$ cat src/rtl/lvds_panel_pwr_seq_pkg.sv
// Shared state encoding, default timing and output decode for the LVDS panel
// power sequencer.
package lvds_panel_pwr_seq_pkg;

    // state       | meaning
    // ST_OFF      | everything off, waiting for a power request
    // ST_UP_VDD   | panel VDD on, waiting before releasing the TX
    // ST_UP_LVDS  | TX running, video passed, waiting before backlight on
    // ST_RUN      | fully up, backlight on
    // ST_DN_BL    | backlight off, waiting before TX disable
    // ST_DN_LVDS  | TX held in reset, waiting before VDD off
    // ST_COOLDOWN | VDD off, minimum off-time before a new power-up
    typedef enum logic [2:0] {
        ST_OFF      = 3'd0,
        ST_UP_VDD   = 3'd1,
        ST_UP_LVDS  = 3'd2,
        ST_RUN      = 3'd3,
        ST_DN_BL    = 3'd4,
        ST_DN_LVDS  = 3'd5,
        ST_COOLDOWN = 3'd6
    } state_t;

    localparam int DEF_CLK_PER_TICK = 75;
    localparam int DEF_CNT_W        = 20;
    localparam int DEF_T_VDD_LVDS   = 20000;
    localparam int DEF_T_LVDS_BL    = 200000;
    localparam int DEF_T_BL_LVDS    = 200000;
    localparam int DEF_T_LVDS_VDD   = 20000;
    localparam int DEF_T_OFF_MIN    = 500000;

    typedef struct packed {
        logic vdd_en;
        logic tx_on;   // drives both TX reset release and video enable
        logic bl_on;   // drives both backlight enable and ready
    } outs_t;

    // Output levels that belong to a given state.
    function automatic outs_t decode_outs(input state_t s);
        outs_t o;
        o.vdd_en = (s == ST_UP_VDD) || (s == ST_UP_LVDS) || (s == ST_RUN) ||
                   (s == ST_DN_BL)  || (s == ST_DN_LVDS);
        o.tx_on  = (s == ST_UP_LVDS) || (s == ST_RUN) || (s == ST_DN_BL);
        o.bl_on  = (s == ST_RUN);
        return o;
    endfunction

endpackage

$ cat src/rtl/lvds_panel_pwr_seq_tick.sv
// Timebase prescaler: counts 0..CLK_PER_TICK-1 and flags the terminal count.
// A synchronous clear restarts the count so each state's timing starts fresh.
module lvds_panel_pwr_seq_tick #(
    parameter int CLK_PER_TICK = 75
) (
    input  logic clk,
    input  logic rst_n,
    input  logic clr,
    output logic tick
);

    localparam int PW = (CLK_PER_TICK > 1) ? $clog2(CLK_PER_TICK) : 1;
    localparam logic [PW-1:0] LAST = PW'(CLK_PER_TICK - 1);

    logic [PW-1:0] cnt;

    // Wrap at terminal count; clear and reset both restart from zero.
    always_ff @(posedge clk) begin
        if (!rst_n || clr || (cnt == LAST)) begin
            cnt <= '0;
        end else begin
            cnt <= cnt + PW'(1);
        end
    end

    assign tick = (cnt == LAST);

endmodule

$ cat src/rtl/lvds_panel_pwr_seq.sv
// LVDS panel power sequencer: orders VDD, TX and backlight on the way up and
// tears them down in reverse on request drop, PLL unlock or fault.
module lvds_panel_pwr_seq
    import lvds_panel_pwr_seq_pkg::*;
#(
    parameter int CLK_PER_TICK = DEF_CLK_PER_TICK,
    parameter int CNT_W        = DEF_CNT_W,
    parameter int T_VDD_LVDS   = DEF_T_VDD_LVDS,
    parameter int T_LVDS_BL    = DEF_T_LVDS_BL,
    parameter int T_BL_LVDS    = DEF_T_BL_LVDS,
    parameter int T_LVDS_VDD   = DEF_T_LVDS_VDD,
    parameter int T_OFF_MIN    = DEF_T_OFF_MIN
) (
    input  logic       I_pix_clk,
    input  logic       I_rst_n,
    input  logic       I_power_req,
    input  logic       I_pll_lock,
    input  logic       I_fault,
    output logic       O_vdd_en,
    output logic       O_tx_rst_n,
    output logic       O_video_en,
    output logic       O_bl_en,
    output logic       O_ready,
    output logic [2:0] O_state
);

    localparam logic [CNT_W-1:0] LIM_VDD_LVDS = CNT_W'(T_VDD_LVDS);
    localparam logic [CNT_W-1:0] LIM_LVDS_BL  = CNT_W'(T_LVDS_BL);
    localparam logic [CNT_W-1:0] LIM_BL_LVDS  = CNT_W'(T_BL_LVDS);
    localparam logic [CNT_W-1:0] LIM_LVDS_VDD = CNT_W'(T_LVDS_VDD);
    localparam logic [CNT_W-1:0] LIM_OFF_MIN  = CNT_W'(T_OFF_MIN);

    state_t           state;
    state_t           state_next;
    logic [CNT_W-1:0] tick_cnt;
    logic [CNT_W-1:0] limit;
    logic             tick;
    logic             state_chg;
    logic             done;
    logic             go;
    outs_t            outs_next;

    assign go        = I_power_req & I_pll_lock & ~I_fault;
    assign state_chg = (state_next != state);
    assign done      = (tick_cnt == limit);
    assign outs_next = decode_outs(state_next);
    assign O_state   = state;

    lvds_panel_pwr_seq_tick #(
        .CLK_PER_TICK (CLK_PER_TICK)
    ) u_tick (
        .clk   (I_pix_clk),
        .rst_n (I_rst_n),
        .clr   (state_chg),
        .tick  (tick)
    );

    // Delay selected by the current timed state; untimed states never use it.
    always_comb begin
        limit = '0;
        case (state)
            ST_UP_VDD:   limit = LIM_VDD_LVDS;
            ST_UP_LVDS:  limit = LIM_LVDS_BL;
            ST_DN_BL:    limit = LIM_BL_LVDS;
            ST_DN_LVDS:  limit = LIM_LVDS_VDD;
            ST_COOLDOWN: limit = LIM_OFF_MIN;
            default:     limit = '0;
        endcase
    end

    // Next state; abort beats timer expiry, fault skips straight to cooldown.
    always_comb begin
        state_next = state;
        case (state)
            ST_OFF:      if (go) state_next = ST_UP_VDD;
            ST_UP_VDD:   if (!go) state_next = ST_COOLDOWN;
                         else if (done) state_next = ST_UP_LVDS;
            ST_UP_LVDS:  if (!go) state_next = ST_DN_LVDS;
                         else if (done) state_next = ST_RUN;
            ST_RUN:      if (!go) state_next = ST_DN_BL;
            ST_DN_BL:    if (done) state_next = ST_DN_LVDS;
            ST_DN_LVDS:  if (done) state_next = ST_COOLDOWN;
            ST_COOLDOWN: if (done) state_next = ST_OFF;
            default:     state_next = ST_COOLDOWN;
        endcase
        if (I_fault && (state != ST_OFF) && (state != ST_COOLDOWN)) begin
            state_next = ST_COOLDOWN;
        end
    end

    // State, delay counter and outputs all move on the same edge.
    always_ff @(posedge I_pix_clk) begin
        if (!I_rst_n) begin
            state      <= ST_COOLDOWN;
            tick_cnt   <= '0;
            O_vdd_en   <= 1'b0;
            O_tx_rst_n <= 1'b0;
            O_video_en <= 1'b0;
            O_bl_en    <= 1'b0;
            O_ready    <= 1'b0;
        end else begin
            state <= state_next;
            if (state_chg) begin
                tick_cnt <= '0;
            end else if (tick && (tick_cnt != {CNT_W{1'b1}})) begin
                tick_cnt <= tick_cnt + CNT_W'(1);
            end
            O_vdd_en   <= outs_next.vdd_en;
            O_tx_rst_n <= outs_next.tx_on;
            O_video_en <= outs_next.tx_on;
            O_bl_en    <= outs_next.bl_on;
            O_ready    <= outs_next.bl_on;
        end
    end

endmodule

$ cat config.mk
export PLATFORM = sky130hd
export DESIGN_NAME = lvds_panel_pwr_seq
export DESIGN_NICKNAME = d
export VERILOG_FILES = /design/src/rtl/lvds_panel_pwr_seq_pkg.sv /design/src/rtl/lvds_panel_pwr_seq_tick.sv /design/src/rtl/lvds_panel_pwr_seq.sv
export SDC_FILE = /design/constraint.sdc
export NUM_CORES = 1
export LEC_CHECK = 0
export CORE_ASPECT_RATIO = 0.5
export CORE_MARGIN = 1
export CORE_UTILIZATION = 53
export CTS_CLUSTER_DIAMETER = 60
export DETAILED_ROUTE_END_ITERATION = 7
export PLACE_DENSITY = 0.82
export REMOVE_ABC_BUFFERS = 1
export SYNTH_ARGS = -nofsm -noshare
export SYNTH_HDL_FRONTEND = slang
export SYNTH_SLANG_ARGS = --single-unit
$ cat constraint.sdc
create_clock -name I_pix_clk -period 2.1 [get_ports I_pix_clk]
set_clock_uncertainty 0.05 [all_clocks]
set_input_delay 0.315 -clock I_pix_clk [delete_from_list [all_inputs] [get_ports I_pix_clk]]
set_output_delay 0.315 -clock I_pix_clk [all_outputs]
set_load 0.005 [all_outputs]
**Word level (Yosys, flattened, before mapping)**

Index checks and enable logic that the tools add are counted.

- Bits in registers: 33
- Bits of input ports: 5
- Output and inout port bits: 8

- Add/sub/neg operators: 2
- Eq/ne operators: 16
- Muxes and demuxes: 12
- Bitwise operators: 4
- Reductions and logical operators: 17

Operators by type and width:

| kind | number |
|---|---|
| $pmux 19 s3 | 1 |
| $mux 3 | 10 |
| $pmux 3 s7 | 1 |
| $add 20x1->20 const B | 1 |
| $eq 20x20->1 | 1 |
| $ne 20x20->1 const B | 1 |
| $eq 3x3->1 const B | 5 |
| $eq 3x2->1 const B | 4 |
| $logic_or 1x1->1 | 8 |
| $add 7x1->7 const B | 1 |
| $eq 7x7->1 const B | 1 |
| $eq 3x1->1 const B | 2 |
| $reduce_or 2->1 | 3 |
| $logic_and 1x1->1 | 3 |
| $logic_not 3->1 | 1 |
| $ne 3x3->1 | 1 |
| $ne 3x3->1 const B | 1 |
| $reduce_bool 3->1 | 1 |
| $and 1x1->1 | 2 |
| $not 1->1 | 2 |
| $logic_not 1->1 | 1 |

**Logic depth before layout (Yosys ltp)**

Gate-level depths: netlist of run 1.

- Depth after elaboration: 13
- Depth in mapped cells: 8
- Mapped depth without buffers: 8

**Cells and area by module**

From an unflattened synthesis of run 1, not the netlist that was laid out.

- Cell total of the unflattened synthesis: 241
- Area, all modules: 1948.1 um2

By module, submodules not included:

| module | instances | cells an instance | area each (um2) | sequential area each (um2) |
|---|---|---|---|---|
| lvds_panel_pwr_seq | 1 | 208 | 1631.6 | 520.5 |
| lvds_panel_pwr_seq_tick | 1 | 33 | 316.6 | 140.1 |

**Least setup slack after synthesis of run 1**

OpenSTA, ideal clock, no wires.

- Kind: flip-flop to flip-flop
- Start point: register state[2] (netlist: O_state[2])
- End point: register tick_cnt[9]
- Setup time: 0.115 ns
- Data arrival time: 1.890 ns
- Data required time: 1.935 ns
- Setup slack: 0.045 ns
- Cell stages (with the launch flop): 9
- Period minus slack after synthesis: 2.055 ns
- Path through: dfxtp_1 > buf_6 > nor2_1 > or4b_4 > a21oi_2 > nand4_4 > a41oi_4 > buf_6 > nor2_1

- Longest elaborated chain between the ends: 10

RTL lines:

| element | RTL line | source |
|---|---|---|
| start: declaration | lvds_panel_pwr_seq.sv:33 | `state_t state;` |
| start signal: assignment | lvds_panel_pwr_seq.sv:102 | `state <= state_next;` |
| $eq 3x3->1, or another cell as far along | lvds_panel_pwr_seq.sv:61, lvds_panel_pwr_seq.sv:74 |  |
| $reduce_or 2->1 (no source line) | - |  |
| $pmux 19 s3 | lvds_panel_pwr_seq.sv:61 | `case (state)` |
| $eq 20x20->1 | lvds_panel_pwr_seq.sv:45 | `assign done = (tick_cnt == limit);` |
| $mux 3, on equally long branches | lvds_panel_pwr_seq.sv:79, lvds_panel_pwr_seq.sv:77 |  |
| $mux 3, on equally long branches | lvds_panel_pwr_seq.sv:78, lvds_panel_pwr_seq.sv:76 |  |
| $pmux 3 s7 | lvds_panel_pwr_seq.sv:74 | `case (state)` |
| $mux 3 | lvds_panel_pwr_seq.sv:86 | `if (I_fault && (state != ST_OFF) && (state != ST_COOLDOWN)) begin` |
| $ne 3x3->1 * | lvds_panel_pwr_seq.sv:44 | `assign state_chg = (state_next != state);` |
| $reduce_or 2->1 (no source line) * | - |  |
| end signal: assignment | lvds_panel_pwr_seq.sv:106 | `tick_cnt <= tick_cnt + CNT_W'(1);` |
| end: declaration | lvds_panel_pwr_seq.sv:35 | `logic [CNT_W-1:0] tick_cnt;` |

Every way passes the cells marked *; elsewhere a longest branch is shown, timed or not.
A chain may end at the register's enable or synchronous reset.

**Final worst setup path of run 1**

- Start point: register u_tick.cnt[2]
- End point: register tick_cnt[3]

- Longest elaborated chain between the ends: 2

RTL lines:

| element | RTL line | source |
|---|---|---|
| start: declaration | lvds_panel_pwr_seq_tick.sv:15 | `logic [PW-1:0] cnt;` |
| start signal: assignment | lvds_panel_pwr_seq_tick.sv:22 | `cnt <= cnt + PW'(1);` |
| $eq 7x7->1 | lvds_panel_pwr_seq_tick.sv:26 | `assign tick = (cnt == LAST);` |
| $logic_and 1x1->1 | lvds_panel_pwr_seq.sv:105 | `end else if (tick && (tick_cnt != {CNT_W{1'b1}})) begin` |

No other way between the ends.

==> results of run 1 <==
layout by cell type, fill, tap and decap left out, drive strengths merged, types with 2 or more instances in the layout:
master / instances
ha: 4
nor2: 35
clkbuf: 6
nor2b: 3
clkinv: 2
mux2i: 2
and3: 9
nand4: 8
and4: 5
inv: 5
nand3: 16
xnor2: 10
a21boi: 3
or3: 2
xor2: 16
dfxtp: 33
o21ai: 6
a31oi: 3
clkdlybuf4s50: 12
buf: 13
nor3: 10
o22ai: 4
or4b: 2
nand3b: 2
and2: 2
a21oi: 5
nand2: 15
mux2: 2
power by group through the flow:
stage,registers (mW),logic [mW],clock network [mW]
after detailed placement,0.650,0.0518,0
after global placement,0.649,0.0495,0
final,0.636,0.0520,0.444
after floorplan,0.649,0.0240,0
after global routing,0.636,0.0573,0.475
after CTS,0.636,0.0524,0.453
area by class of cell:
type / count / area [um^2] / area share [%]
inverter: 5 / 18.8 / 0.840
clock inverter: 2 / 10.0 / 0.448
multi-input combinational: 178 / 1170 / 52.5
clock buffer: 6 / 72.6 / 3.25
tap: 51 / 63.8 / 2.86
timing repair buffer: 25 / 234 / 10.5
sequential: 33 / 661 / 29.6
worst max-delay path: cells and delay by family, from the launching register on:
kind / cells / cell delay [ps]
AND/OR/NAND/NOR: 4 / 1080
flip-flops: 1 / 340
AO/OA/AOI/OAI: 1 / 290
XOR/XNOR: 1 / 160
worst max-delay path by stage:
stage	start	endpoint	slack, ps	depth (start not counted)
detailed placement	I_power_req	u_tick.cnt[6]$_SDFF_PP0_	8	8
CTS	u_tick.cnt[2]$_SDFF_PP0_	tick_cnt[3]$_SDFFE_PP0P_	50	6
finish	u_tick.cnt[2]$_SDFF_PP0_	tick_cnt[3]$_SDFFE_PP0P_	70	6
global placement	I_power_req	u_tick.cnt[3]$_SDFF_PP0_	70	8
floorplan	O_state[1]$_SDFF_PN1_	u_tick.cnt[2]$_SDFF_PP0_	-310	6
global route	u_tick.cnt[2]$_SDFF_PP0_	tick_cnt[3]$_SDFFE_PP0P_	2	6
stage by stage:
stage / total power [mW] / instances / setup WS (ps) / setup TNS, ps / util, %
6_report: 1.13 / 300 / 72.8 / 0 / 64.7
5_1_grt: 1.17 / 300 / 2.29 / 0 / 64.7
4_1_cts: 1.14 / 300 / 53.3 / 0 / 64.4
3_5_place_dp: 0.702 / 292 / 8.07 / 0 / 62.0
3_3_place_gp: 0.699 / 292 / 69.0 / 0 / 62.0
2_1_floorplan: 0.673 / 216 / -305 / -8050 / -
logic make-up after synthesis:
kind of cell	Yosys count	share of synthesized area [%]
flops	33	34.3
compound gates	29	11.6
simple gates	115	32.4
mux	4	2.21
xor+xnor	26	11.8
fa+ha+maj	4	2.60
buf+inv	17	5.01
synthesized netlist by cell type, types with 2 or more instances:
cell	n	area share (%)
o22ai_1	4	1.3
and3_1	9	2.9
xor2_1	16	7.3
a31oi_1	2	0.65
buf_6	3	1.8
dfxtp_1	33	34
o21ai_0	6	1.6
xnor2_1	10	4.6
clkbuf_1	5	0.98
mux2i_1	2	1.0
nand3b_1	2	0.78
nor3_1	9	2.3
and4_1	4	1.8
nand4_1	7	2.3
or3_1	2	0.65
ha_1	4	2.6
nor2_1	34	6.6
or4b_4	2	1.4
buf_4	2	0.78
nand2_1	15	2.9
inv_1	5	0.98
nor2b_1	3	0.98
mux2_2	2	1.2
buf_2	2	0.52
nand3_1	16	4.2
and2_1	2	0.65
a21oi_1	4	1.0
a21boi_0	2	0.78
layer usage:
layer / share of wire, % / wire (um) / vias up
met5: 0 / 0 / -
met4: 1.8 / 73 / 0
met3: 4.8 / 193 / 13
met2: 50 / 2000 / 56
met1: 43 / 1730 / 798
li1: - / - / 843
registers in the layout, indices dropped and copies added (netlist names):
| name | count |
|---|---|
| O_ready | 1 |
| O_state | 3 |
| O_vdd_en | 1 |
| O_video_en | 1 |
| tick_cnt | 20 |
| u_tick.cnt | 7 |
==> reports/metrics.cfg, run 1 <==
[worst_hold_path]
min_path_cells=1
hold_path_class=reg -> reg
hold_end=u_tick.cnt[0]$_SDFF_PP0_
min-delay-start=u_tick.cnt[0]$_SDFF_PP0_

[critical_path]
slowest_stage=or4b_4
path_cells=or4b_4, or2_2, a31oi_2, nand4_1, xor2_1, nor2_1
cp-end-kind=register
cp_slowest_stage_delay_ps=570
critPathMaxFanout=5
crit_type=reg -> reg
rr_startpoint=u_tick.cnt[2]$_SDFF_PP0_
reg2regPathDepth=6
start_kind=register
cp_data_required_time_ps=2220
r2r_setup_slack_ps=70
critPathArrivalTime_ps=2150
r2r_end=tick_cnt[3]$_SDFFE_PP0P_

[power_and_ir_drop]
seqPwrFrac_pct=56.2
sw_frac_of_total_pct=21.7
switchingPower_mw=0.245
power.internal_mw=0.886
static-leakage-power_nw=0.820
vdd_ir_drop_max_uv=256
pwr_density_cell_nw_per_um2=507
pwr-share-comb_pct=4.6
power_frac_clock_pct=39.2

[sta]
finalCritPeriodShare_pct=96.5
setup_violations=0
fmax_mhz=493
tightest_slew_ps=379
slew_violations=0
hold_viol=0
min_period_ps=2030
timing.hold.ws_ps=443
slew_headroom_pct=74.6
grt_setup_unrepaired=no

[floorplan]
rows=15
die_h_um=44.6
dieArea_um2=3890
coreArea_um2=3450
die_width_um=87.2
initial_core_util_pct=55.7
boundaryPins=13

[cells_and_area]
diodes=0
fin_area_um2=2230
fillers=297
area_growth_pct=16.1
nets=257
drive_above_1_share_pct=13.7

[placed_design]
post_dp_cell_area_um2=2140
dp_hpwl_um=2950
port_buffers=12
gp_congestion=0.909

[detailed_routing]
vias=1710
wire_per_inst_um=13.3
wirelength_um=4000
routed_via_density=5.70
drtPass1Iterations=5
antenna_left=0
first_iter_violations=72
drcViolationCount=0

[synth]
synth_seq_area_share_pct=34.3
ys_types=49
yosys_warnings=0
synth_edf_count=0
syn_avg_cell_area_um2=8.44
syn_area_um2=1920
yosys_register_bits=33
async_reset_ff_share_pct=0
synthCells=228
synth-main-ff-cell=dfxtp_1

[clock_network]
postCtsSetupRepairBufs=0
clk_path_buf_depth=2
cts_sinks=33
h-tree-depth=2
clk_latency_ps=280
postCtsHoldBufs=0
path_clk_slew_ps=60
cts_tree=built
cts_buffers=5
cts_root_buffer=clkbuf_8
post_cts_resized=0

[grt]
grt_use_met1_pct=24.1
busiest_layer=met2
grtUsageTotal_pct=21.3
grt_max_degree=28
overflow=0
met2_usage_pct=39.4
antenna_found_initial=0
grt_util_met3_pct=5.60
first_global_vias=1476
grt_pass1_wl_um=6310

[run_status]
status=completed

[flow_run]
cap_violations=0

(Power assumes the default switching activity.)
==> run 2, diff against run 1 <==
--- a/config.mk
+++ b/config.mk
@@ -7,2 +7,3 @@
 export LEC_CHECK = 0
+export CAP_MARGIN = 30
 export CORE_ASPECT_RATIO = 0.5
@@ -16,2 +17,3 @@
 export SYNTH_HDL_FRONTEND = slang
+export SYNTH_HIERARCHICAL = 1
 export SYNTH_SLANG_ARGS = --single-unit
==> constraint.sdc (replaced) <==
create_clock -name I_pix_clk -period 2.1 [get_ports I_pix_clk]
set_clock_uncertainty 0.05 [all_clocks]
set_input_delay 0.63 -clock I_pix_clk [delete_from_list [all_inputs] [get_ports I_pix_clk]]
set_output_delay 0.63 -clock I_pix_clk [all_outputs]
set_load 0.005 [all_outputs]
==> run 2 against run 1 <==
  * The run now ends with negative setup slack left
  * Critical path depth is 3 higher
  * Combinational power up 36%
  * Clock power increased by 24%
  * Maximum frequency down 20%
  * Highest routed layer unchanged
  * Critical path type unchanged
  * Critical endpoint is now u_tick/cnt[1]$_SDFF_PP0_
==> reports/metrics.cfg, run 2 <==
[detailed_routing]
wl_met3_um=534
wirelength_um=6110
wl_met2_um=2880
drtPass1Iterations=5
wl_met1_um=2410
dr.max_layer_used=met4
drcViolationCount=0
routed_via_density=6.10
first_iter_violations=150
antenna_left=0
vias=2098
wire_per_inst_um=17.8

[critical_path]
critPathMaxFanout=7
crit_type=reg -> reg
critPathArrivalTime_ps=2650
start_kind=register
cp_data_required_time_ps=2220
cp-end-kind=register

[grt]
grtUsageTotal_pct=25.5
first_global_vias=1725
antenna_found_initial=0
grt_max_degree=15
grt_pass1_wl_um=7470
overflow=0

[sta]
tightest_slew_ps=458
slew_headroom_pct=69.3
timing.hold.ws_ps=474
setup_slack_ps=-429
hold_viol=0
setup_violations=33
fmax_mhz=395
min_period_ps=2530
slew_violations=0
finalSetupTns_ps=-11870
grt_setup_unrepaired=yes
finalCritPeriodShare_pct=120

[synth]
netlist.area_leader.share_pct=33.9
synth-main-ff-cell=dfxtp_1
yosys_warnings=6
synth_edf_count=0
ys_types=54
yosys.area.top_type=dfxtp_1
yosysMostFrequentCell=nor2_1
synth_seq_area_share_pct=33.9
syn_avg_cell_area_um2=8.08
synth_common_cells=nor2_1 (38), dfxtp_1 (33), nand2_1 (23)
async_reset_ff_share_pct=0
yosys_register_bits=33
syn_area_um2=1950
synthCells=241
synthTopCellsByArea=dfxtp_1 (34%), nor2_1 (7.3%), xor2_1 (6.7%)

[power_and_ir_drop]
pwr_density_cell_nw_per_um2=481
static-leakage-power_nw=1.05
sw_frac_of_total_pct=23.7
power_frac_clock_pct=43.8
switchingPower_mw=0.297
pwr-share-comb_pct=5.7
power.internal_mw=0.957
vdd_ir_drop_max_uv=352
seqPwrFrac_pct=50.5

[floorplan]
rows=15
die_width_um=87.7
coreArea_um2=3470
initial_core_util_pct=56.1
boundaryPins=13
dieArea_um2=3940
die_h_um=44.9

[placed_design]
gp_congestion=0.849
post_dp_cell_area_um2=2360
port_buffers=12
dp_hpwl_um=3400

[cells_and_area]
diodes=0
final_util_pct=75.1
top_register=tick_cnt
nets=301
largest_reg_flops=20
drive_above_1_share_pct=26.3
area_growth_pct=33.8
fin_area_um2=2610
layout_common_cells=buf_4 (41), nor2_1 (37), dfxtp_1 (30)
final_common_cell=buf_4

[clock_network]
clk_latency_ps=290
h-tree-depth=2
cts_sinks=33
path_clk_slew_ps=80
cts_buffers=5
cts_tree=built
cts_root_buffer=clkbuf_8
clk_path_buf_depth=2

[flow_run]
cap_violations=0

[worst_hold_path]
hold_path_class=reg -> reg

[run_status]
violations=negative setup slack
status=complete, but fails checks

-- run 2: repair_timing --
item | in CTS | in global routing
setup buffers | 3 | 1
setup endpoints to repair | 36 | 36
resized for setup | 12 | 18
pin swaps | 3 | 8
gates cloned | 2 | 0
hold buffers | 0 | 0
-- run 2: final timing paths --
check / from / endpoint / slack (ps) / depth (start not counted)
setup / recovery: O_state[0]$_SDFF_PN0_ / u_tick/cnt[1]$_SDFF_PP0_ / -430 / 9
hold / removal: u_tick/cnt[6]$_SDFF_PP0_ / u_tick/cnt[6]$_SDFF_PP0_ / 470 / 2
setup reg to reg: O_state[0]$_SDFF_PN0_ / u_tick/cnt[1]$_SDFF_PP0_ / -430 / 9
hold reg to reg: u_tick/cnt[6]$_SDFF_PP0_ / u_tick/cnt[6]$_SDFF_PP0_ / 470 / 2
-- run 2: cells by family after synthesis --
| family | count (synthesis) | share of synthesized area (%) |
|---|---|---|
| simple gates | 116 | 30.6 |
| compound gates | 40 | 15.7 |
| flops | 33 | 33.9 |
| xor+xnor | 22 | 9.89 |
| buf+inv | 22 | 5.27 |
| mux | 4 | 2.06 |
| fa+ha+maj | 4 | 2.57 |
-- run 2: worst max-delay path, cell delays in order (launching register included) --
cell	delay, ps
dfxtp_4	360
or3_4	380
a2111oi_4	380
nor2_1	110
or4b_4	530
buf_4	160
o21ai_2	130
nor2b_2	80
o21ai_4	120
nor2_1	110
-- run 2: power groups by stage --
stage | logic [mW] | clock network, mW | registers (mW)
floorplan | 0.0243 | 0 | 0.650
global placement | 0.0501 | 0 | 0.649
detailed placement | 0.0522 | 0 | 0.650
CTS | 0.0609 | 0.541 | 0.636
global route | 0.0727 | 0.572 | 0.633
finish | 0.0708 | 0.549 | 0.633
-- run 2: metal layers --
metal	GRT usage [%]	up-vias
li1	-	945
met1	28.9	980
met2	46.7	132
met3	7.13	41
met4	10.2	0
met5	0	-
-- run 2: through the flow --
| step | cells | total power [mW] | worst slack (ps) |
|---|---|---|---|
| final | 344 | 1.25 | -429 |
| after global routing | 344 | 1.28 | -465 |
| after CTS | 343 | 1.24 | -244 |
| after detailed placement | 330 | 0.702 | -354 |
| after global placement | 330 | 0.699 | -277 |
| after floorplan | 228 | 0.674 | -846 |
-- run 2: final cells by class --
class / count / area, um^2
clock buffers: 7 / 96.3
clock inverters: 1 / 5.00
fillers: 188 / 865
inverters: 9 / 33.8
multi-input cells: 186 / 1260
flip-flops and latches: 33 / 669
well taps: 51 / 63.8
repair buffers: 57 / 482
==> run 3, diff against run 2 <==
- TNS_END_PERCENT: unset -> 5
==> run 3 against run 2 <==
  * The run still ends with negative setup slack left
  * Sequential power hardly changed
  * Global-route usage hardly changed
  * Largest power group unchanged
  * Power is 0.93% lower
  * Utilization is 2.1 points lower
  * Setup slack better by 89 ps
  * Non-clock buffer count is 1 lower
  * Highest routed layer unchanged
  * Die area stayed put
==> reports/metrics.cfg, run 3 (synthesis gave the netlist of run 2 again) <==
[grt]
antenna_found_initial=0
grt_pass1_wl_um=7470
grtUsageTotal_pct=25.5
first_global_vias=1724
grt_max_degree=15
overflow=0

[critical_path]
start_kind=register
cp-end-kind=register
critPathMaxFanout=10
crit_type=reg -> reg
cp_data_required_time_ps=2240
critPathArrivalTime_ps=2580

[power_and_ir_drop]
power.internal_mw=0.956
pwr_density_cell_nw_per_um2=490
power_frac_clock_pct=43.9
static-leakage-power_nw=1.02
vdd_ir_drop_max_uv=233
switchingPower_mw=0.285
seqPwrFrac_pct=51.1
power_mw=1.24
pwr-share-comb_pct=5.0
sw_frac_of_total_pct=23.0

[cells_and_area]
fin_cells=343
area_growth_pct=30.1
top_register=tick_cnt
largest_reg_flops=20
nets=300
layout_common_cells=buf_4 (41), nor2_1 (38), dfxtp_1 (31)
diodes=0
final_common_cell=buf_4
drive_above_1_share_pct=24.0
final_util_pct=73.0

[sta]
slew_violations=0
setup_slack_ps=-339
grt_setup_unrepaired=yes
slew_headroom_pct=71.5
fmax_mhz=410
tightest_slew_ps=424
min_period_ps=2440
setup_violations=34
finalCritPeriodShare_pct=116
hold_viol=0

[detailed_routing]
wirelength_um=5150
antenna_left=0
wire_per_inst_um=15.0
drcViolationCount=0
first_iter_violations=105
drtPass1Iterations=5
routed_via_density=5.74
vias=1968

[floorplan]
boundaryPins=13
die_h_um=44.9
dieArea_um2=3940
coreArea_um2=3470
rows=15
initial_core_util_pct=56.1
die_width_um=87.7

[clock_network]
h-tree-depth=2
cts_sinks=33
cts_tree=built
path_clk_slew_ps=70
clk_path_buf_depth=2
postCtsHoldBufs=0
cts_buffers=5
clk_latency_ps=290
cts_root_buffer=clkbuf_8

[worst_hold_path]
hold_path_class=reg -> reg

[run_status]
violations=negative setup slack
status=complete, but fails checks

[flow_run]
cap_violations=0

[placed_design]
dp_cells=330
dp_hpwl_um=3400
port_buffers=12
place_worst_setup_slack_ps=-354
gp_congestion=0.849

[run 3: cell types whose count changed in the layout (fill, tap and decap cells not counted), sizes merged]
cell	previous run	this run
clkdlybuf4s50	10	12
buf	45	44
dlymetal6s2s	2	0
[run 3: repair_timing]
action	in CTS	in global routing
gates cloned	2	0
buffers inserted	3	0
pin swaps	5	2
resized for setup	12	4
setup endpoints to repair	36	36
[run 3: final timing paths]
| path | start | to | slack [ps] | cells after the start |
|---|---|---|---|---|
| worst max-delay path | O_state[2]$_SDFF_PN1_ | tick_cnt[3]$_SDFFE_PP0P_ | -340 | 9 |
| worst min-delay path | u_tick/cnt[6]$_SDFF_PP0_ | u_tick/cnt[6]$_SDFF_PP0_ | 470 | 2 |
| worst max register to register | O_state[2]$_SDFF_PN1_ | tick_cnt[3]$_SDFFE_PP0P_ | -340 | 9 |
| worst min register to register | u_tick/cnt[6]$_SDFF_PP0_ | u_tick/cnt[6]$_SDFF_PP0_ | 470 | 2 |
[run 3: critical path, cell delays in order (launching register included)]
cell and delay, ps:
dfxtp_1 330, buf_4 170, o21bai_2 180, mux2i_1 280
nand3_1 180, or4b_4 590, o211ai_1 190, buf_4 160
buf_8 140, nor2_1 60
[run 3: per-layer routing]
layer | track usage [%] | part of all wire, % | wire (um)
met1 | 29.0 | 43 | 2220
met2 | 46.7 | 49 | 2520
met3 | 7.13 | 6.1 | 316
met4 | 10.2 | 1.9 | 99
met5 | 0 | 0 | 0
[run 3: per-stage QoR]
stage                     cell area, um^2  hold slack [ps]  setup TNS, ps
after floorplan                      1880              390         -20410
after global placement               2360              430          -8280
after global routing                 2530              483         -12420
after CTS                            2530              468          -6890
after detailed placement             2360              458         -10020
final                                2530              468          -9570
[run 3: final cells by class]
| cell class | instances | area [um^2] |
|---|---|---|
| multi-input combinational | 186 | 1200 |
| fill | 215 | 938 |
| sequential | 33 | 666 |
| timing repair buffer | 56 | 465 |
| clock buffer | 7 | 96.3 |
| tap | 51 | 63.8 |
| inverter | 9 | 33.8 |
| clock inverter | 1 | 5.00 |
[run 3: power groups by stage]
| stage | Clock (mW) | Combinational (mW) | Sequential (mW) |
|---|---|---|---|
| 2_1_floorplan | 0 | 0.0243 | 0.650 |
| 6_report | 0.545 | 0.0620 | 0.634 |
| 3_5_place_dp | 0 | 0.0522 | 0.650 |
| 5_1_grt | 0.575 | 0.0667 | 0.634 |
| 3_3_place_gp | 0 | 0.0501 | 0.649 |
| 4_1_cts | 0.541 | 0.0609 | 0.636 |
==> patch 1, RTL diff (flow settings as in run 3) <==
Make the reset (`I_rst_n`) asynchronous in one clocked block.
--- a/src/rtl/lvds_panel_pwr_seq.sv
+++ b/src/rtl/lvds_panel_pwr_seq.sv
@@ -90,5 +90,5 @@
 
     // State, delay counter and outputs all move on the same edge.
-    always_ff @(posedge I_pix_clk) begin
+    always_ff @(posedge I_pix_clk or negedge I_rst_n) begin
         if (!I_rst_n) begin
             state      <= ST_COOLDOWN;
Function: same outputs for any inputs over 10 cycles, from zero or initial values and one cycle with I_rst_n low; that may be too few to reach the edited logic, so the function may still have changed.
==> patch 1 against run 3 <==
Critical path depth unchanged. Register-to-register slack improved by 0.29 ns. Count of clock-buffer cells in the layout decreased by 1. Critical endpoint is now u_tick/cnt[2]. Final area increased by 12%. Hold slack got worse by 0.0049 ns. Routed wire length increased by 7.0%. Sequential cell count unchanged. Non-clock buffer count decreased by 5. Setup slack improved by 0.25 ns. Area after synthesis increased by 19%. The run still ends with negative setup slack left. Via count increased by 4.0%. Die area increased by 19%.
Power is not compared: it rests on default switching activity, and its combinational part moved more than twofold at a synthesized area within 25%.
==> patch 1: results (changes against run 3) <==
| Metric | Value |
|---|---|
| Drt pass-1 iters | 4 (was 5) |
| Nonclk inv count | 12 (was 9) |
| Layout Cells excl Fill | 351 (was 343) |
| DR WL/cell | 15.7 um (was 15.0 um) |
| Failing checks | negative setup slack (unchanged) |
| Max stage delay on crit path | 0.46 ns (was 0.59 ns) |
| Placed Instances | 340 (was 330) |
| Setup Buffers After CTS | 0 (was 3) |
| CP max-delay cell | clkdlybuf4s50_1 (was or4b_4) |
| FF-to-FF End | u_tick/cnt[2] (was tick_cnt[3]) |
| Number of signal-net buffers in the layout | 51 (was 56) |
| Met1 Routed Length | 2.28 mm (was 2.22 mm) |
| Setup-violating endpoint count in the final report | 8 (was 34) |
| Worst Tran Pin Value | 0.469 ns (was 0.424 ns) |
| Syn_area_per_cell | 9.16 um2 (was 8.08 um2) |
| Data buffer area share | 15.6% (was 18.4%) |
| Routed wl met2 | 2.77 mm (was 2.52 mm) |
| Ys flop type | dfrtp_1 (was dfxtp_1) |
| Post-cts resize count | 9 (was 12) |
| Mux share of post-synthesis cell area | 2.21% (was 2.06%) |
| Final worst slack | -0.0865 ns (was -0.339 ns) |
| Crit Path Max Fanout | 6 (was 10) |
| Setup crit start | I_fault (was O_state[2]) |
| Synth top area cells | dfrtp_1 26%, xnor2_1 6.8%, dfxtp_1 6.0% (was dfxtp_1 34%, nor2_1 7.3%, xor2_1 6.7%) |
| Fin nets | 305 (was 300) |
| Worst slack, placed | -0.437 ns (was -0.354 ns) |
| GPL Wtd Cong | 0.981 (was 0.849) |
| Status | finished with violations (unchanged) |
| Synth cell count leaders | 26 x nor2_1, 24 x dfrtp_1, 23 x a21oi_1, 18 x xnor2_1, 14 x nand2_1 (was 38 x nor2_1, 33 x dfxtp_1, 23 x nand2_1, 15 x xor2_1, 10 x nand3_1) |
| Tot GR Track Use | 25.3% (was 25.5%) |
| WHS Path Cells | 1 (was 2) |
| Drt first-iter violations | 211 (was 105) |
| Ys async rst share | 78.8% (was 0%) |
| Vias/cell | 5.83 (was 5.74) |
| Worst r2r src | O_state[2] (unchanged) |
| Largest net degree at the start of global routing | 27 (was 15) |
| CLK BUF | 6 (was 7) |
| Reg2reg setup slack | -0.05 ns (was -0.34 ns) |
| Min-delay src | u_tick/cnt[0] (was u_tick/cnt[6]) |
| Hold Path End | u_tick/cnt[0] (was u_tick/cnt[6]) |
| Number of global-route vias before repair | 1980 (was 1724) |
| Sequential share of cell area | 28.0% (was 26.3%) |
| Clock buf/inv share | 3.79% (was 4.00%) |
patch 1: power breakdown:
group	total [uW]	switching, uW	internal, uW
Sequential	686	23.1	663
Combinational	585	342	243
Clock	596	244	352
Total	1870	609	1260
patch 1: per-stage QoR:
| stage | hold slack (ns) | utilization [%] | power (uW) | cell area [um2] | TNS (ns) |
|---|---|---|---|---|---|
| global route | 0.505 | 70.2 | 1940 | 2840 | -1.61 |
| finish | 0.463 | 70.2 | 1870 | 2840 | -0.482 |
| detailed placement | 0.457 | 65.5 | 1250 | 2650 | -9.33 |
| global placement | 0.399 | 65.5 | 1220 | 2650 | -7.66 |
| floorplan | 0.284 | - | 1000 | 2180 | -8.05 |
| CTS | 0.471 | 69.0 | 1860 | 2790 | -1.15 |
patch 1: layer usage:
layer | global-route usage, % | vias to the layer above
met3 | 6.70 | 17
met1 | 29.3 | 993
li1 | - | 975
met5 | 0 | -
met2 | 42.9 | 61
met4 | 13.4 | 0
==> patch 2, RTL diff (config.mk and constraints of run 3) <==
Without the edit above. The package constant `DEF_CLK_PER_TICK` goes from 75 to 150.
--- a/src/rtl/lvds_panel_pwr_seq_pkg.sv
+++ b/src/rtl/lvds_panel_pwr_seq_pkg.sv
@@ -21,5 +21,5 @@
     } state_t;
 
-    localparam int DEF_CLK_PER_TICK = 75;
+    localparam int DEF_CLK_PER_TICK = 150;
     localparam int DEF_CNT_W        = 20;
     localparam int DEF_T_VDD_LVDS   = 20000;
Behaviour: same outputs for any inputs over 10 cycles, from zero or initial values and one cycle with I_rst_n low; that may be too few to reach the edited logic, so the function may still have changed.
==> patch 2 against run 3 <==
The flow still finishes with violations (negative setup slack). Global-route usage rose by 2.5 points. Area after synthesis up 2.4%. Critical path depth decreased by 1. Final area increased by 5.6%. Power is 0.11% lower. Via count is 6.6% higher. Routed wire length increased by 6.3%. Sequential share of layout area down 0.75 points. Sequential cell count rose by 1. Setup slack worse by 0.060 ns. Critical endpoint is now tick_cnt[7].
==> patch 2: results (changes against run 3) <==
| Metric | Value |
|---|---|
| Share of cells above drive strength 1 | 25.4% (was 24.0%) |
| Global-route wire length before repair | 8.44 mm (was 7.47 mm) |
| Worst Tran Pin Value | 0.426 ns (was 0.424 ns) |
| Worst slack, placed | -0.364 ns (was -0.354 ns) |
| Cell variety after synth | 51 (was 54) |
| Seq cells | 34 (was 33) |
| Data buffer area share | 21.0% (was 18.4%) |
| Met1 Routed Length | 2.37 mm (was 2.22 mm) |
| Number of signal-net buffers in the layout | 68 (was 56) |
| Clk pin slew, worst setup/hold paths | around 0.08 ns |
| Fraction of area in multi-input gates | 46.3% (was 47.5%) |
| DR WL/cell | 15.1 um (was 15.0 um) |
| Syn_area_per_cell | 8.04 um2 (was 8.08 um2) |
| Worst Setup EP | tick_cnt[7] (was tick_cnt[3]) |
| Switch share | 23.5% (was 23.0%) |
| Placed Instances | 352 (was 330) |
| Power share of the clock group | 41.4% (was 43.9%) |
| Layout Cells excl Fill | 362 (was 343) |
| Vias/cell | 5.79 (was 5.74) |
| Top sig layer | met4 (unchanged) |
| Synth top area cells | dfxtp_1 34%, nor2_1 7.2%, xor2_1 6.6% (was dfxtp_1 34%, nor2_1 7.3%, xor2_1 6.7%) |
| Filler cell count in the final layout | 231 (was 215) |
| Routed wl met3 | 314 um (was 316 um) |
| CP arrival | 2.63 ns (was 2.58 ns) |
| Peak supply drop | 0.257 mV (was 0.233 mV) |
| Sequential share of cell area | 25.5% (was 26.3%) |
| Leakage power total | 0.00108 uW (was 0.00102 uW) |
| Multi-input gate count | 191 (was 186) |
| Nonclk inv count | 10 (was 9) |
| Routed wl met2 | 2.66 mm (was 2.52 mm) |
| Number of global-route vias before repair | 1906 (was 1724) |
| Sequential power | 655 uW (was 634 uW) |
| Tot GR Track Use | 28.0% (was 25.5%) |
| Synth cell count leaders | 38 x nor2_1, 34 x dfxtp_1, 22 x nand2_1, 15 x nand3_1, 15 x xor2_1 (was 38 x nor2_1, 33 x dfxtp_1, 23 x nand2_1, 15 x xor2_1, 10 x nand3_1) |
| Final worst slack | -0.399 ns (was -0.339 ns) |
| Max stage delay on crit path | 0.56 ns (was 0.59 ns) |
| Failing checks | negative setup slack (unchanged) |
| Fin nets | 319 (was 300) |
| GPL Wtd Cong | 0.865 (was 0.849) |
| Sequential area share after synthesis | 34.1% (was 33.9%) |
| Drt first-iter violations | 111 (was 105) |
| Synthesis Warnings | 6 (unchanged) |
| Setup-violating endpoint count in the final report | 34 (unchanged) |
| Status | finished with violations (unchanged) |
[patch 2: kinds of logic (layout without fill, tap and decap cells)]
| group | count (synthesis) | count (layout) | synth area share (%) |
|---|---|---|---|
| buffers and inverters | 23 | 86 | 5.33 |
| multiplexers | 4 | 4 | 2.01 |
| adder cells (fa/ha/maj) | 4 | 4 | 2.51 |
| AND/OR/NAND/NOR | 119 | 119 | 30.4 |
| XOR/XNOR | 22 | 22 | 9.66 |
| flip-flops | 34 | 34 | 34.1 |
| AO/OA/AOI/OAI | 42 | 42 | 15.9 |
[patch 2: stage by stage]
| step | area, um2 | total power, uW | TNS, ns |
|---|---|---|---|
| after floorplan | 1930 | 694 | -20.70 |
| after global placement | 2510 | 727 | -8.76 |
| after detailed placement | 2510 | 730 | -10.85 |
| after CTS | 2650 | 1230 | -7.56 |
| after global routing | 2680 | 1270 | -13.23 |
| final | 2680 | 1240 | -10.97 |
[patch 2: worst min-delay path by stage]
stage	start	endpoint	slack, ns	cells after the start
6_report	u_tick/cnt[7]	u_tick/cnt[7]	0.44	2
5_1_grt	u_tick/cnt[7]	u_tick/cnt[7]	0.48	2
4_1_cts	u_tick/cnt[7]	u_tick/cnt[7]	0.44	2
3_5_place_dp	u_tick/cnt[7]	u_tick/cnt[7]	0.44	2
3_3_place_gp	u_tick/cnt[7]	u_tick/cnt[7]	0.42	2
2_1_floorplan	u_tick/cnt[7]	u_tick/cnt[7]	0.40	2
[patch 2: layer usage]
layer / vias up / track usage [%]
met5: - / 0
met3: 18 / 6.52
met4: 0 / 10.6
li1: 994 / -
met2: 80 / 49.2
met1: 1005 / 34.3
[patch 2: what timing repair did]
action / in CTS / in global routing
endpoints found under the setup margin: 37 / 37
resized for setup: 11 / 4
hold buffers: 0 / 0
setup buffers: 1 / 0
pin swaps: 3 / 3
cloned: 1 / 0
